## src/rtl/trng_sample_ctrl_if.sv

```systemverilog
// Word delivery channel between the TRNG sample controller and its consumer.
// The controller (master) drives the packed word and its valid flag; the
// consumer (slave) answers with ready.
interface trng_sample_ctrl_if #(
    parameter int WORD_WIDTH = 32
) ();
    logic [WORD_WIDTH-1:0] data_o;
    logic                  valid_o;
    logic                  ready_i;

    modport master (
        output data_o,
        output valid_o,
        input  ready_i
    );

    modport slave (
        input  data_o,
        input  valid_o,
        output ready_i
    );
endinterface

```

## src/rtl/trng_sample_ctrl.sv

```systemverilog
// Sequencer for one ring-oscillator entropy source: gates the ring, lets it
// warm up, samples the synchronized ring output at a divided rate, packs the
// samples into words and runs a repetition-count health test that parks the
// source in a sticky failure state when the output sticks.
module trng_sample_ctrl #(
    parameter int WORD_WIDTH    = 32,
    parameter int WARMUP_CYCLES = 64,
    parameter int SAMPLE_DIV    = 8,
    parameter int REP_LIMIT     = 16
) (
    input  logic                      clk,
    input  logic                      rst,
    input  logic                      enable_i,
    input  logic                      clear_i,
    input  logic                      random_bit,
    output logic                      RO_enable,
    output logic                      busy_o,
    output logic                      health_fail_o,
    trng_sample_ctrl_if.master        bus
);

    localparam int WARM_W = (WARMUP_CYCLES > 1) ? $clog2(WARMUP_CYCLES) : 1;
    localparam int DIV_W  = (SAMPLE_DIV > 1) ? $clog2(SAMPLE_DIV) : 1;
    localparam int BIT_W  = $clog2(WORD_WIDTH);
    localparam int REP_W  = $clog2(REP_LIMIT + 1);

    localparam logic [WARM_W-1:0] WARM_LAST = WARM_W'(WARMUP_CYCLES - 1);
    localparam logic [DIV_W-1:0]  DIV_LAST  = DIV_W'(SAMPLE_DIV - 1);
    localparam logic [BIT_W-1:0]  BIT_LAST  = BIT_W'(WORD_WIDTH - 1);
    localparam logic [REP_W-1:0]  REP_MAX   = REP_W'(REP_LIMIT);

    typedef enum logic [2:0] {
        ST_IDLE,
        ST_WARMUP,
        ST_SAMPLE,
        ST_HOLD,
        ST_FAIL
    } state_t;

    state_t                state_q, state_d;
    logic [WARM_W-1:0]     warm_q, warm_d;
    logic [DIV_W-1:0]      div_q, div_d;
    logic [BIT_W-1:0]      bitc_q, bitc_d;
    logic [REP_W-1:0]      rep_q, rep_d;
    logic [WORD_WIDTH-1:0] shift_q, shift_d;
    logic [WORD_WIDTH-1:0] data_q, data_d;
    logic                  valid_q, valid_d;
    logic                  ro_q, ro_d;
    logic                  busy_q, busy_d;
    logic                  fail_q, fail_d;
    logic                  sync1_q, sync1_d;
    logic                  sync2_q, sync2_d;
    logic [REP_W-1:0]      rep_next;
    logic [WORD_WIDTH-1:0] shift_next;

    // Next-state, counter and output-register logic; the ring bit only ever
    // enters through the two synchronizer stages before it is used.
    always_comb begin
        state_d    = state_q;
        warm_d     = warm_q;
        div_d      = div_q;
        bitc_d     = bitc_q;
        rep_d      = rep_q;
        shift_d    = shift_q;
        data_d     = data_q;
        valid_d    = valid_q;
        sync1_d    = random_bit;
        sync2_d    = sync1_q;
        shift_next = {shift_q[WORD_WIDTH-2:0], sync2_q};
        if ((rep_q == '0) || (sync2_q != shift_q[0])) begin
            rep_next = REP_W'(1);
        end else begin
            rep_next = rep_q + REP_W'(1);
        end

        case (state_q)
            ST_IDLE: begin
                if (enable_i) begin
                    state_d = ST_WARMUP;
                    warm_d  = '0;
                    div_d   = '0;
                    bitc_d  = '0;
                    rep_d   = '0;
                    shift_d = '0;
                end
            end
            ST_WARMUP: begin
                if (!enable_i) begin
                    state_d = ST_IDLE;
                end else if (warm_q == WARM_LAST) begin
                    state_d = ST_SAMPLE;
                    div_d   = '0;
                end else begin
                    warm_d = warm_q + WARM_W'(1);
                end
            end
            ST_SAMPLE: begin
                if (!enable_i) begin
                    state_d = ST_IDLE;
                    shift_d = '0;
                    bitc_d  = '0;
                    div_d   = '0;
                end else if (div_q != DIV_LAST) begin
                    div_d = div_q + DIV_W'(1);
                end else begin
                    div_d   = '0;
                    rep_d   = rep_next;
                    shift_d = shift_next;
                    if (rep_next == REP_MAX) begin
                        state_d = ST_FAIL;
                        shift_d = '0;
                        bitc_d  = '0;
                        valid_d = 1'b0;
                    end else if (bitc_q == BIT_LAST) begin
                        state_d = ST_HOLD;
                        data_d  = shift_next;
                        valid_d = 1'b1;
                        bitc_d  = '0;
                    end else begin
                        bitc_d = bitc_q + BIT_W'(1);
                    end
                end
            end
            ST_HOLD: begin
                if (valid_q && bus.ready_i) begin
                    valid_d = 1'b0;
                    div_d   = '0;
                    state_d = enable_i ? ST_SAMPLE : ST_IDLE;
                end
            end
            ST_FAIL: begin
                valid_d = 1'b0;
                if (clear_i) begin
                    state_d = ST_IDLE;
                end
            end
            default: begin
                state_d = ST_IDLE;
            end
        endcase

        ro_d   = (state_d == ST_IDLE) || (state_d == ST_FAIL);
        busy_d = (state_d != ST_IDLE);
        fail_d = (state_d == ST_FAIL);
    end

    // State and datapath registers with synchronous active-high reset.
    always_ff @(posedge clk) begin
        if (rst) begin
            state_q <= ST_IDLE;
            warm_q  <= '0;
            div_q   <= '0;
            bitc_q  <= '0;
            rep_q   <= '0;
            shift_q <= '0;
            data_q  <= '0;
            valid_q <= 1'b0;
            ro_q    <= 1'b1;
            busy_q  <= 1'b0;
            fail_q  <= 1'b0;
            sync1_q <= 1'b0;
            sync2_q <= 1'b0;
        end else begin
            state_q <= state_d;
            warm_q  <= warm_d;
            div_q   <= div_d;
            bitc_q  <= bitc_d;
            rep_q   <= rep_d;
            shift_q <= shift_d;
            data_q  <= data_d;
            valid_q <= valid_d;
            ro_q    <= ro_d;
            busy_q  <= busy_d;
            fail_q  <= fail_d;
            sync1_q <= sync1_d;
            sync2_q <= sync2_d;
        end
    end

    assign bus.data_o    = data_q;
    assign bus.valid_o   = valid_q;
    assign RO_enable     = ro_q;
    assign busy_o        = busy_q;
    assign health_fail_o = fail_q;

endmodule

```

## src/flat_wrapper.sv

```systemverilog
// flat-port wrapper written by rule: the top's interface ports become plain ports
module trng_sample_ctrl_flat 
#(
    parameter int WORD_WIDTH    = 32,
    parameter int WARMUP_CYCLES = 64,
    parameter int SAMPLE_DIV    = 8,
    parameter int REP_LIMIT     = 16
)
  (clk, rst, enable_i, clear_i, random_bit, RO_enable, busy_o, health_fail_o, bus_data_o, bus_valid_o, bus_ready_i);
  trng_sample_ctrl_if #(.WORD_WIDTH(WORD_WIDTH)) bus_i ();
  input  logic clk;
  input  logic rst;
  input  logic enable_i;
  input  logic clear_i;
  input  logic random_bit;
  output logic RO_enable;
  output logic busy_o;
  output logic health_fail_o;
  output wire logic [$bits(bus_i.data_o)-1:0] bus_data_o;
  output wire logic [$bits(bus_i.valid_o)-1:0] bus_valid_o;
  input wire logic [$bits(bus_i.ready_i)-1:0] bus_ready_i;
  assign bus_data_o = bus_i.data_o;
  assign bus_valid_o = bus_i.valid_o;
  assign bus_i.ready_i = bus_ready_i;
  trng_sample_ctrl #(.WORD_WIDTH(WORD_WIDTH), .WARMUP_CYCLES(WARMUP_CYCLES), .SAMPLE_DIV(SAMPLE_DIV), .REP_LIMIT(REP_LIMIT)) u_core (.clk(clk), .rst(rst), .enable_i(enable_i), .clear_i(clear_i), .random_bit(random_bit), .RO_enable(RO_enable), .busy_o(busy_o), .health_fail_o(health_fail_o), .bus(bus_i));
endmodule
```

## config.mk

```make
export PLATFORM = sky130hd
export DESIGN_NAME = trng_sample_ctrl_flat
export DESIGN_NICKNAME = d
export VERILOG_FILES = /design/src/rtl/trng_sample_ctrl_if.sv /design/src/rtl/trng_sample_ctrl.sv /design/src/flat_wrapper.sv
export SDC_FILE = /design/constraint.sdc
export NUM_CORES = 1
export LEC_CHECK = 0
export ABC_AREA = 1
export CAP_MARGIN = 0
export CELL_PAD_IN_SITES_DETAIL_PLACEMENT = 1
export CELL_PAD_IN_SITES_GLOBAL_PLACEMENT = 1
export CORE_MARGIN = 1.5
export CORE_UTILIZATION = 47
export CTS_CLUSTER_DIAMETER = 60
export DETAILED_ROUTE_END_ITERATION = 7
export DONT_BUFFER_PORTS = 1
export PLACE_DENSITY = 0.88
export RECOVER_POWER = 50
export SLEW_MARGIN = 20
export SYNTH_ARGS = -nofsm -noshare
export SYNTH_HDL_FRONTEND = slang
export SYNTH_SLANG_ARGS = --single-unit
```

## constraint.sdc

```tcl
create_clock -name clk -period 2.5 [get_ports clk]
set_input_delay 0.5 -clock clk [delete_from_list [all_inputs] [get_ports clk]]
set_output_delay 0.5 -clock clk [all_outputs]
set_load 0.02 [all_outputs]
```

==> impl_metrics.yaml, run 1 <==
outcome:
  status: "complete, no violations"
sta:
  setup_viol: 0
  final_max_slew_viol_count: 0
  fmax_mhz: 448
  post-route-period-util_pct: 89.2
  min_period_ps: 2230
  worst-slew-pin-transition_ps: 984
  finClkSkew_ps: 15.2
  setup_tns_ps: 0
  rsz0062_at_grt: "no"
  relSlewSlack_pct: 34.4
  hold_viol_final: 0
  finalWorstSetupSlack_ps: 269
cts:
  clkSinkCount: 91
  cts_setup_buffers: 0
  numCtsBuffers: 9
  cts_resized: 0
  insertion_delay_ps: 360
  htree_levels: 3
  cts_root_buf: "clkbuf_8"
  cts_hold_buf: 0
  clk_path_buf_depth: 2
  cts_tree: "built"
  clk_pin_slew_ps: 90
detailed_routing:
  wirelength_um: 9110
  vias: 3327
  final_antenna_net_count: 0
  drt-initial-drc-count: 97
  vias_per_cell: 5.54
  firstDrtPassIters: 4
  wire_per_inst_um: 15.2
  drcViolationCount: 0
setup_path:
  critPathMaxStageDelay_ps: 760
  worstSetupPathDepth: 6
  worstRegToRegCells: 6
  critPathLaunchType: "register"
  critical_path.cell_chain: "nor2_2 > nand2_2 > nor2_4 > clkbuf_1 > nand4_1 > a21oi_1"
  crit_buf_inv: 1
  crit_arrival_ps: 2510
  worstPathRequired_ps: 2780
  cp_slowest_cell: "clkbuf_1"
  end_kind: "register"
  cp_max_fo: 23
  cpLargestDelayFamily: "simple AND/OR/NAND/NOR gates"
  critPathKind: "reg2reg"
power:
  p_leak_uw: 0.00155
  power-per-cell-area_nw_per_um2: 629
  vdd_drop_max_mv: 0.246
min_path:
  hp-class: "in2reg"
  hold_depth: 1
final_layout:
  multi_input_area_um2: 1710
  final_cell_count_no_fill: 601
  syn2layout_area_growth_pct: 4.96
  fin_area_um2: 4230
  post-route-util_pct: 51.3
  nNetsFinal: 505
  nFillCells: 1031
  diodes: 0
  regArea_um2: 1820
  drive_gt1_share_pct: 12.5
die:
  core_um2: 8260
  die_x_um: 95.6
  die_h_um: 95.6
  start_util_pct: 48.8
  rows: 33
  die-area_um2: 9150
  io_pins: 42
grt:
  track_usage_pct: 21.3
  grt_pass1_vias: 3359
  grt_pass1_wl_um: 15300
  grt_max_degree: 47
  grt_overflow: 0
  antenna_found_initial: 0
synth:
  ys.flop_type: "dfxtp_1"
  synth_most_common_cell: "nand2_1"
  avgSynthCellArea_um2: 7.99
  ys_warn_count: 0
  ys_ff_latch: 91
  ys_seq_area_share_pct: 45.2
  syn-num-nets: 518
  netlist_instances: 505
  synth_top_area_share_pct: 45.2
  synth_common_cells: "92 x nand2_1, 91 x dfxtp_1, 67 x inv_1"
  yosysTopAreaCell: "dfxtp_1"
  yosysUniqueCellTypes: 39
  synth.area.top_cells: "dfxtp_1 45%, nand2_1 8.6%, a21oi_1 6.8%"
  synth_edf_count: 0
  synth_area_um2: 4030
  synth_async_sr_flop_share_pct: 0
placement:
  place_area_um2: 4020
  gp_congestion: 0.786
  dp.cells: 586
  hpwl_um: 6090
  portBuffers: 0
  pre_cts_ws_ps: 374
run:
  maxCapViolCount: 0
## flip-flops by register name (all words and copies together) (netlist names)
| register | count |
|---|---|
| u_core.RO_enable | 1 |
| u_core.bitc_q | 5 |
| u_core.bus.data_o | 32 |
| u_core.bus.valid_o | 1 |
| u_core.busy_o | 1 |
| u_core.div_q | 3 |
| u_core.health_fail_o | 1 |
| u_core.rep_q | 5 |
| u_core.shift_q | 31 |
| u_core.state_q | 3 |
| u_core.sync1_q | 1 |
| u_core.sync2_q | 1 |
| u_core.warm_q | 6 |
## kinds of logic (layout without fill, tap and decap cells)
family / after synthesis / count (layout) / synth area share (%)
adders and majority gates: 7 / 7 / 2.17
DFF: 91 / 91 / 45.2
and+or+nand+nor: 179 / 179 / 21.7
xor gates and xnor gates: 2 / 2 / 0.621
AOI/OAI and AO/OA: 124 / 124 / 18.1
buffers and inverters: 102 / 93 / 12.2
## area by class of cell
type	count	share of cell area (%)
clock inverters	5	2.01
well taps	105	3.10
flip-flops and latches	91	43.0
repair buffers	8	1.92
clock buffers	10	3.25
inverters	70	6.27
multi-input cells	312	40.4
## where the power goes
part	switching [uW]	leakage, uW	internal (uW)
Sequential	6.96	0.000734	1450
Clock	519	0.000109	590
Combinational	64.1	0.000707	26.0
## stage by stage
step | power, uW | hold slack (ps)
global placement | 1580 | 396
global route | 2750 | 187
detailed placement | 1590 | 405
floorplan | 1570 | 388
finish | 2660 | 202
CTS | 2690 | 185
## placed cells by master (no fill, tap or decap), types with 15 or more instances in the layout
cell | netlist | routed
nor2_1 | 20 | 20
nand4_1 | 35 | 35
o21ai_1 | 19 | 16
inv_1 | 67 | 67
nand2_1 | 92 | 93
nand3_1 | 15 | 15
dfxtp_1 | 91 | 91
a21oi_1 | 55 | 55
o21ai_0 | 18 | 21
a21oi_2 | 22 | 22
## final timing paths
path | from | to | slack [ps]
setup / recovery | u_core.state_q[2] | u_core.shift_q[28] | 270
hold reg to reg | u_core.sync1_q | u_core.sync2_q | 410
setup reg to reg | u_core.state_q[2] | u_core.shift_q[28] | 270
hold / removal | rst | u_core.warm_q[1] | 200
## metal layers
layer / vias to the layer above / GRT usage (%) / part of all wire, %
met3: 12 / 3.43 / 3.0
li1: 1635 / - / -
met2: 52 / 37.2 / 51
met4: 0 / 9.19 / 1.5
met1: 1628 / 25.7 / 44
met5: - / 0 / 0
Note: power is estimated with default switching activity, not from simulation.
==> inputs of run 2 (changes only) <==
- HOLD_SLACK_MARGIN: not set -> 0.08
==> results of run 2 <==
Final layout, timing and power as in run 1 (identical DEF).
==> inputs of run 3 (changes only) <==
- CORE_MARGIN: 1.5 -> 2
==> impl_metrics.yaml, run 3 (synthesis gave the netlist of run 1 again) <==
detailed_routing:
  final_antenna_net_count: 0
  vias: 3303
  drcViolationCount: 0
  wirelength_um: 8860
  drt-initial-drc-count: 105
  firstDrtPassIters: 4
  wire_per_inst_um: 14.7
  vias_per_cell: 5.50
grt:
  grt_pass1_vias: 3309
  grt_pass1_wl_um: 15300
  met2_usage_pct: 32.5
  track_usage_pct: 19.4
  grt_max_degree: 55
  use_met1_pct: 24.9
  grt_use_met3_pct: 3.47
  grt_overflow: 0
  grt_busiest_layer: "met2"
  antenna_found_initial: 0
cts:
  insertion_delay_ps: 360
  cts_hold_buf: 0
  htree_levels: 3
  cts_setup_buffers: 0
  clk_path_buf_depth: 2
  cts_resized: 0
  clk_pin_slew_ps: 90
  numCtsBuffers: 9
  cts_root_buf: "clkbuf_8"
  cts_tree: "built"
  clkSinkCount: 91
setup_path:
  cpMostUsedCell: "inv_1"
  startpoint: "u_core.rep_q[0]"
  critPathMaxStageDelay_ps: 440
  crit_arrival_ps: 2590
  cp_max_fo: 54
  critical_path.cell_chain: "inv_1 > ha_1 > inv_1 > nand2_1 > nor2_2 > nand3_4 > nand3b_4 > buf_12 > o21ai_0 > a21oi_1"
  worstPathRequired_ps: 2790
  cp_slowest_cell: "dfxtp_1"
  worstRegToRegCells: 10
  reg2reg_from: "u_core.rep_q[0]"
  critPathKind: "reg2reg"
  end_kind: "register"
  critPathLaunchType: "register"
power:
  vdd_drop_max_mv: 0.332
  p_leak_uw: 0.00153
  power-per-cell-area_nw_per_um2: 608
sta:
  post-route-period-util_pct: 92.1
  finClkSkew_ps: 7.30
  setup_tns_ps: 0
  final_max_slew_viol_count: 0
  relSlewSlack_pct: 52.9
  fmax_mhz: 434
  rsz0062_at_grt: "no"
  setup_viol: 0
  worst-slew-pin-transition_ps: 705
  min_period_ps: 2300
  hold_viol_final: 0
  timing.hold.ws_ps: 209
final_layout:
  final_cell_count_no_fill: 601
  post-route-util_pct: 50.7
  final_cell_mix: "94 x nand2_1, 91 x dfxtp_1, 67 x inv_1"
  nNetsFinal: 504
  syn2layout_area_growth_pct: 3.88
  drive_gt1_share_pct: 11.7
  layout_commonest_cell: "nand2_1"
  largest_reg_flops: 32
  diodes: 0
die:
  rows: 33
  core_um2: 8260
  die_h_um: 96.6
  die-area_um2: 9340
  io_pins: 42
  start_util_pct: 48.8
  die_x_um: 96.6
outcome:
  status: "complete, no violations"
run:
  maxCapViolCount: 0
placement:
  portBuffers: 0
  hpwl_um: 5950
  dp.cells: 585
  gp_congestion: 0.842
min_path:
  hp-class: "in2reg"
  hold_depth: 1
  min_from: "rst"
## run 3: cell count changes in the layout (fill, tap and decap cells not counted), sizes merged
cell	previous run	this run
clkinv	1	3
bufinv	2	1
inv	71	70
## run 3: per-stage QoR
stage	total power, uW	setup WS (ps)	cell area (um2)
2_1_floorplan	1570	797	4030
4_1_cts	2580	197	4210
3_3_place_gp	1580	386	4010
3_5_place_dp	1580	259	4010
6_report	2550	198	4190
5_1_grt	2660	0.866	4190
## run 3: layout make-up
type	instances	area (um2)
fill	1033	4070
sequential	91	1820
multi-input combinational	312	1700
inverter	70	265
clock buffer	11	131
tap	105	131
timing repair buffer	7	77.6
clock inverter	5	63.8
## run 3: per-layer routing
metal | part of all wire [%] | up-vias | wire (um)
li1 | - | 1638 | -
met1 | 47 | 1601 | 4140
met2 | 48 | 50 | 4300
met3 | 3.1 | 14 | 274
met4 | 1.7 | 0 | 148
met5 | 0 | - | 0
## run 3: worst paths after layout
path,end,slack (ps)
hold reg to reg,u_core.sync2_q,410
setup / recovery,u_core.bus.data_o[23],200
setup reg to reg,u_core.bus.data_o[23],200
hold / removal,u_core.warm_q[1],210
## run 3: power breakdown
group          switching, uW  internal [uW]  total (uW)  leakage [uW]
registers               6.90           1450        1460      0.000734
clock network            529            469         998     0.0000937
logic                   62.5           25.8        88.3      0.000707
## run 3: worst max-delay path: cells and delay by family, from the launching register on
kind,cells,cell delay (ps)
AND/OR/NAND/NOR,4,700
flip-flops,1,440
buffers and inverters,3,430
adder cells (fa/ha/maj),1,320
AO/OA/AOI/OAI,2,320
